<file path="src/rtl/serial_feeder_pkg.sv">
// Shared constants for the serial feeder and its downstream detector bench.
// State encoding, default word width and the idle line level live here.
package serial_feeder_pkg;

   typedef enum logic {
      ST_IDLE  = 1'b0,
      ST_SHIFT = 1'b1
   } state_e;

   localparam int   DEF_WIDTH    = 8;
   localparam logic DEF_IDLE_BIT = 1'b0;

endpackage

</file>
<file path="src/rtl/serial_feeder_if.sv">
// Load/ready handshake plus serial-side status of the feeder.
// master = word producer, slave = the feeder itself.
interface serial_feeder_if #(
   parameter int WIDTH = serial_feeder_pkg::DEF_WIDTH
);
   logic [WIDTH-1:0] Data;
   logic             Load;
   logic             Ready;
   logic             w;
   logic             Busy;
   logic             Word_done;
   logic             Overrun;

   modport master (
      output Data, Load,
      input  Ready, w, Busy, Word_done, Overrun
   );

   modport slave (
      input  Data, Load,
      output Ready, w, Busy, Word_done, Overrun
   );
endinterface

</file>
<file path="src/rtl/serial_feeder.sv">
// Parallel-to-serial feeder: loads WIDTH-bit words on Load & Ready and emits
// them one bit per clock on w, streaming back-to-back words without a gap.
module serial_feeder
   import serial_feeder_pkg::*;
#(
   parameter int   WIDTH     = DEF_WIDTH,
   parameter int   LSB_FIRST = 0,
   parameter logic IDLE_BIT  = DEF_IDLE_BIT
) (
   input  logic           Clock,
   input  logic           Reset,
   serial_feeder_if.slave bus
);

   localparam int             CNT_W = (WIDTH > 1) ? $clog2(WIDTH) : 1;
   localparam logic [CNT_W-1:0] LAST = CNT_W'(WIDTH - 1);

   state_e           state_q;
   logic [WIDTH-1:0] sr_q;
   logic [CNT_W-1:0] cnt_q;
   logic             ovr_q;

   logic last_bit, ready, accept;

   assign last_bit = (state_q == ST_SHIFT) && (cnt_q == LAST);
   assign ready    = (state_q == ST_IDLE) || (cnt_q == LAST);
   assign accept   = bus.Load && ready;

   always_ff @(posedge Clock or posedge Reset) begin
      if (Reset) begin
         state_q <= ST_IDLE;
         sr_q    <= '0;
         cnt_q   <= '0;
         ovr_q   <= 1'b0;
      end else begin
         case (state_q)
            ST_IDLE: begin
               if (accept) begin
                  sr_q    <= bus.Data;
                  cnt_q   <= '0;
                  state_q <= ST_SHIFT;
               end
            end
            ST_SHIFT: begin
               if (cnt_q == LAST) begin
                  // Reload on the last bit so the next word follows with no gap
                  if (accept) begin
                     sr_q  <= bus.Data;
                     cnt_q <= '0;
                  end else begin
                     state_q <= ST_IDLE;
                  end
               end else begin
                  if (LSB_FIRST != 0) sr_q <= sr_q >> 1;
                  else                sr_q <= sr_q << 1;
                  cnt_q <= cnt_q + 1'b1;
                  if (bus.Load) ovr_q <= 1'b1;
               end
            end
            default: state_q <= ST_IDLE;
         endcase
      end
   end

   assign bus.Ready     = ready;
   assign bus.Busy      = (state_q == ST_SHIFT);
   assign bus.Word_done = last_bit;
   assign bus.Overrun   = ovr_q;
   assign bus.w         = (state_q == ST_SHIFT)
                          ? ((LSB_FIRST != 0) ? sr_q[0] : sr_q[WIDTH-1])
                          : IDLE_BIT;

endmodule

</file>
<file path="src/flat_wrapper.sv">
// flat-port wrapper written by rule: the top's interface ports become plain ports
module serial_feeder_flat import serial_feeder_pkg::*;
#(
   parameter int   WIDTH     = DEF_WIDTH,
   parameter int   LSB_FIRST = 0,
   parameter logic IDLE_BIT  = DEF_IDLE_BIT
)
  (Clock, Reset, bus_Data, bus_Load, bus_Ready, bus_w, bus_Busy, bus_Word_done, bus_Overrun);
  serial_feeder_if #(.WIDTH(WIDTH)) bus_i ();
  input  logic Clock;
  input  logic Reset;
  input wire logic [$bits(bus_i.Data)-1:0] bus_Data;
  input wire logic [$bits(bus_i.Load)-1:0] bus_Load;
  output wire logic [$bits(bus_i.Ready)-1:0] bus_Ready;
  output wire logic [$bits(bus_i.w)-1:0] bus_w;
  output wire logic [$bits(bus_i.Busy)-1:0] bus_Busy;
  output wire logic [$bits(bus_i.Word_done)-1:0] bus_Word_done;
  output wire logic [$bits(bus_i.Overrun)-1:0] bus_Overrun;
  assign bus_i.Data = bus_Data;
  assign bus_i.Load = bus_Load;
  assign bus_Ready = bus_i.Ready;
  assign bus_w = bus_i.w;
  assign bus_Busy = bus_i.Busy;
  assign bus_Word_done = bus_i.Word_done;
  assign bus_Overrun = bus_i.Overrun;
  serial_feeder #(.WIDTH(WIDTH), .LSB_FIRST(LSB_FIRST), .IDLE_BIT(IDLE_BIT)) u_core (.Clock(Clock), .Reset(Reset), .bus(bus_i));
endmodule
</file>
<file path="config.mk">
export PLATFORM = sky130hd
export DESIGN_NAME = serial_feeder_flat
export DESIGN_NICKNAME = d
export VERILOG_FILES = /design/src/rtl/serial_feeder_pkg.sv /design/src/rtl/serial_feeder_if.sv /design/src/rtl/serial_feeder.sv /design/src/flat_wrapper.sv
export SDC_FILE = /design/constraint.sdc
export NUM_CORES = 1
export LEC_CHECK = 0
export BUFFER_PORTS_ARGS = -buffer_cell sky130_fd_sc_hd__clkbuf_2
export CAP_MARGIN = 30
export CORE_MARGIN = 2
export CORE_UTILIZATION = 45
export DETAILED_ROUTE_END_ITERATION = 6
export MAX_ROUTING_LAYER = met4
export PLACE_DENSITY = 0.7
export SLEW_MARGIN = 20
export SYNTH_ARGS = -nofsm -noshare
export SYNTH_HDL_FRONTEND = slang
export SYNTH_SLANG_ARGS = --single-unit
</file>
<file path="constraint.sdc">
create_clock -name Clock -period 3.94 [get_ports Clock]
set_clock_uncertainty 0.1 [all_clocks]
set_input_delay 0.197 -clock Clock [delete_from_list [all_inputs] [get_ports Clock]]
set_output_delay 0.197 -clock Clock [all_outputs]
set_load 0.005 [all_outputs]
</file>
==> flow_metrics.env <==
export IMPL_required_ps=3640
export IMPL_critPathArrivalTime_ps=1790
export IMPL_final_nets=86
export IMPL_seqPwrFrac_pct=45.4
export IMPL_setup_violations=0
export IMPL_multiInputGateArea_sq_um=265
export IMPL_max_cap_viol_count=0
export IMPL_register_area_sq_um=325
export IMPL_syn_nets=68
export IMPL_cts_buffers=3
export IMPL_io_pins=16
export IMPL_timing_fmax_ghz=0.480
export IMPL_n_fill_cell=132
export IMPL_clkLatencyLatePin_ps=270
export IMPL_p_switching_uw=159
export IMPL_start_util_pct=48.0
export IMPL_yosysUniqueCellTypes=16
export IMPL_slew_violations=0
export IMPL_drc=0
export IMPL_dr_pass1_iters=4
export IMPL_io_buffers=15
export IMPL_dp_hpwl_microns=691
export IMPL_die_width_microns=41.3
export IMPL_r2r_slack_ps=2230
export IMPL_min_delay_path_depth=3
export IMPL_ir_drop_v=0.000311
export IMPL_reg2reg_from="u_core.cnt_q[0]"
export IMPL_yosysTopAreaCellShare_pct=52.1
export IMPL_rows=13
export IMPL_crit_family="flip-flops"
export IMPL_critPathMaxStageDelay_ps=420
export IMPL_finalCritPeriodShare_pct=52.9
export IMPL_cts_root_buf="clkbuf_4"
export IMPL_min_from="bus_Data[0]"
export IMPL_switching_share_pct=34.3
export IMPL_r2r_cells=5
export IMPL_synth_area_leader_cell="dfrtp_1"
export IMPL_gr_usage_all_layers_pct=15.9
export IMPL_via_per_inst=4.89
export IMPL_grt_pass1_vias=400
export IMPL_hold_slack_ps=87.0
export IMPL_num_vias=425
export IMPL_path_cells="ha_1 > ha_1 > nor2b_4 > inv_1 > clkbuf_2"
export IMPL_ys_seq_area_share_pct=52.1
export IMPL_critPathKind="reg -> out"
export IMPL_core_area_sq_um=1300
export IMPL_min_period_ps=2080
export IMPL_grt_pass1_wl_microns=1600
export IMPL_wirelength_microns=947
export IMPL_first_iter_violations=9
export IMPL_synth_seq_cells=13
export IMPL_rr_endpoint="u_core.cnt_q[0]"
export IMPL_power_uw=463
export IMPL_pwr_share_comb_pct=37.0
export IMPL_drtAntennaViolNets=0
export IMPL_crit_fanout=22
export IMPL_postCtsResizedCells=0
export IMPL_diodes=0
export IMPL_cts_sinks=13
export IMPL_cts_tree="built"
export IMPL_drive_gt1_share_pct=29.2
export IMPL_hp_class="in -> reg"
export IMPL_wire_per_inst_microns=10.9
export IMPL_cts_buffer_depth=2
export IMPL_cp_num_buf_inv=2
export IMPL_grt_setup_unrepaired="no"
export IMPL_worstHoldEndpoint="u_core.sr_q[0]"
export IMPL_yosys_warnings=0
export IMPL_grt_max_degree=23
export IMPL_clk_pin_slew_ps=80
export IMPL_synth_area_sq_um=624
export IMPL_critPathSlowestCell="dfrtp_1"
export IMPL_start_kind="register"
export IMPL_critPathCaptureType="primary output"
export IMPL_p_int_uw=304
export IMPL_crit_path_frequent_cell="ha_1"
export IMPL_worst_pin_slew_ps=481
export IMPL_syn_to_final_growth_pct=16.6
export IMPL_tns_ps=0
export IMPL_gp_congestion=0.684
export IMPL_outcome="finished clean"
export IMPL_grt_ovfl_total=0
export IMPL_syn_instance_count=55
export IMPL_clkPwrFrac_pct=17.6
export IMPL_slew_headroom_pct=67.9
export IMPL_die_h_microns=41.3
export IMPL_power_density_nw_per_um2=636
export IMPL_htree_levels=1
export IMPL_leakagePower_nw=0.381
export IMPL_synth_area_per_cell_sq_um=11.4
export IMPL_dieArea_sq_um=1700
export IMPL_finalHoldViolations=0
export IMPL_antenna_found_initial=0
export IMPL_yosys_top_cells_area="dfrtp_1 (52%), mux2i_1 (13%), o21ai_1 (6.4%), nand2_1 (5.4%), ha_1 (4.0%)"
==> synthesized netlist by cell type (all sizes together) <==
cell type	count
nor2	1
nand2	9
o21ai	9
or2	1
mux2i	9
a21o	1
dfrtp	13
nand2b	2
ha	2
inv	2
buf	3
and2	2
nor2b	1
==> placed cells by master (no fill, tap or decap) <==
cell type / instances
ha_1: 2
clkbuf_2: 15
mux2i_4: 1
clkbuf_1: 1
inv_1: 2
and2_1: 2
nand2_1: 9
nor2_1: 1
a21o_1: 1
dlygate4sd3_1: 1
or2_4: 1
dfrtp_1: 13
o21ai_0: 1
nand2b_1: 2
o21ai_1: 8
clkbuf_4: 3
mux2i_1: 8
nor2b_4: 1
==> registers in the layout, indices dropped and copies added (netlist names) <==
name and flops:
u_core.bus.Busy 1, u_core.bus.Overrun 1, u_core.cnt_q 3, u_core.sr_q 8
==> per-stage QoR <==
| stage | worst slack (ps) | util [%] | instance area, sq um | std cells |
|---|---|---|---|---|
| 6_report | 1860 | 56.0 | 728 | 87 |
| 5_1_grt | 1730 | 56.0 | 728 | 87 |
| 4_1_cts | 1830 | 56.0 | 728 | 87 |
| 3_5_place_dp | 2140 | 53.2 | 692 | 82 |
| 3_3_place_gp | 2160 | 53.2 | 692 | 82 |
| 2_1_floorplan | 2540 | - | 624 | 55 |
==> cell families (layout without fill, tap and decap cells) <==
kind of cell,after synthesis,in the layout,share of synthesized area [%]
buffers and inverters,5,22,5.41
AND/OR/NAND/NOR,16,16,13.6
flip-flops,13,13,52.1
adder cells (fa/ha/maj),2,2,4.01
multiplexers,9,9,16.4
AO/OA/AOI/OAI,10,10,8.42
==> worst min-delay path: stages <==
cell,delay [ps]
clkbuf_2,70
mux2i_1,60
nor2_1,90
==> routing by layer <==
metal	up-vias	track usage [%]	part of all wire (%)
li1	221	-	-
met1	186	19.2	47
met2	14	21.9	44
met3	4	4.89	6.5
met4	0	12.1	2.7
met5	-	-	0
==> final cells by class <==
type | instances | area share [%]
Timing Repair Buffer | 16 | 11.7
Tap cell | 15 | 2.58
Inverter | 2 | 1.03
Sequential cell | 13 | 44.7
Clock buffer | 4 | 3.61
Multi-Input combinational cell | 37 | 36.4
==> worst max-delay path by stage <==
stage	cells after the start	slack [ps]	endpoint	startpoint
global placement	5	2160	bus_Ready	u_core.cnt_q[0]
detailed placement	5	2140	bus_Ready	u_core.cnt_q[0]
finish	5	1860	bus_Ready	u_core.cnt_q[0]
floorplan	5	2540	u_core.cnt_q[2]	u_core.cnt_q[0]
CTS	5	1830	bus_Ready	u_core.cnt_q[0]
global route	5	1730	bus_Ready	u_core.cnt_q[0]
==> power groups by stage <==
stage	clock network [mW]	logic, mW	registers, mW
final	0.0814	0.171	0.210
after global routing	0.0926	0.199	0.216
after CTS	0.0850	0.175	0.211
after detailed placement	0	0.174	0.214
after global placement	0	0.170	0.212
after floorplan	0	0.149	0.208
==> timing repair <==
| action | CTS | global route |
|---|---|---|
| setup endpoints to repair | 0 | 0 |
| hold endpoints to repair | 13 | 0 |
| hold buffers | 1 | 0 |
| buffers inserted | 0 | 0 |
Power figures use the tool's default switching activity.
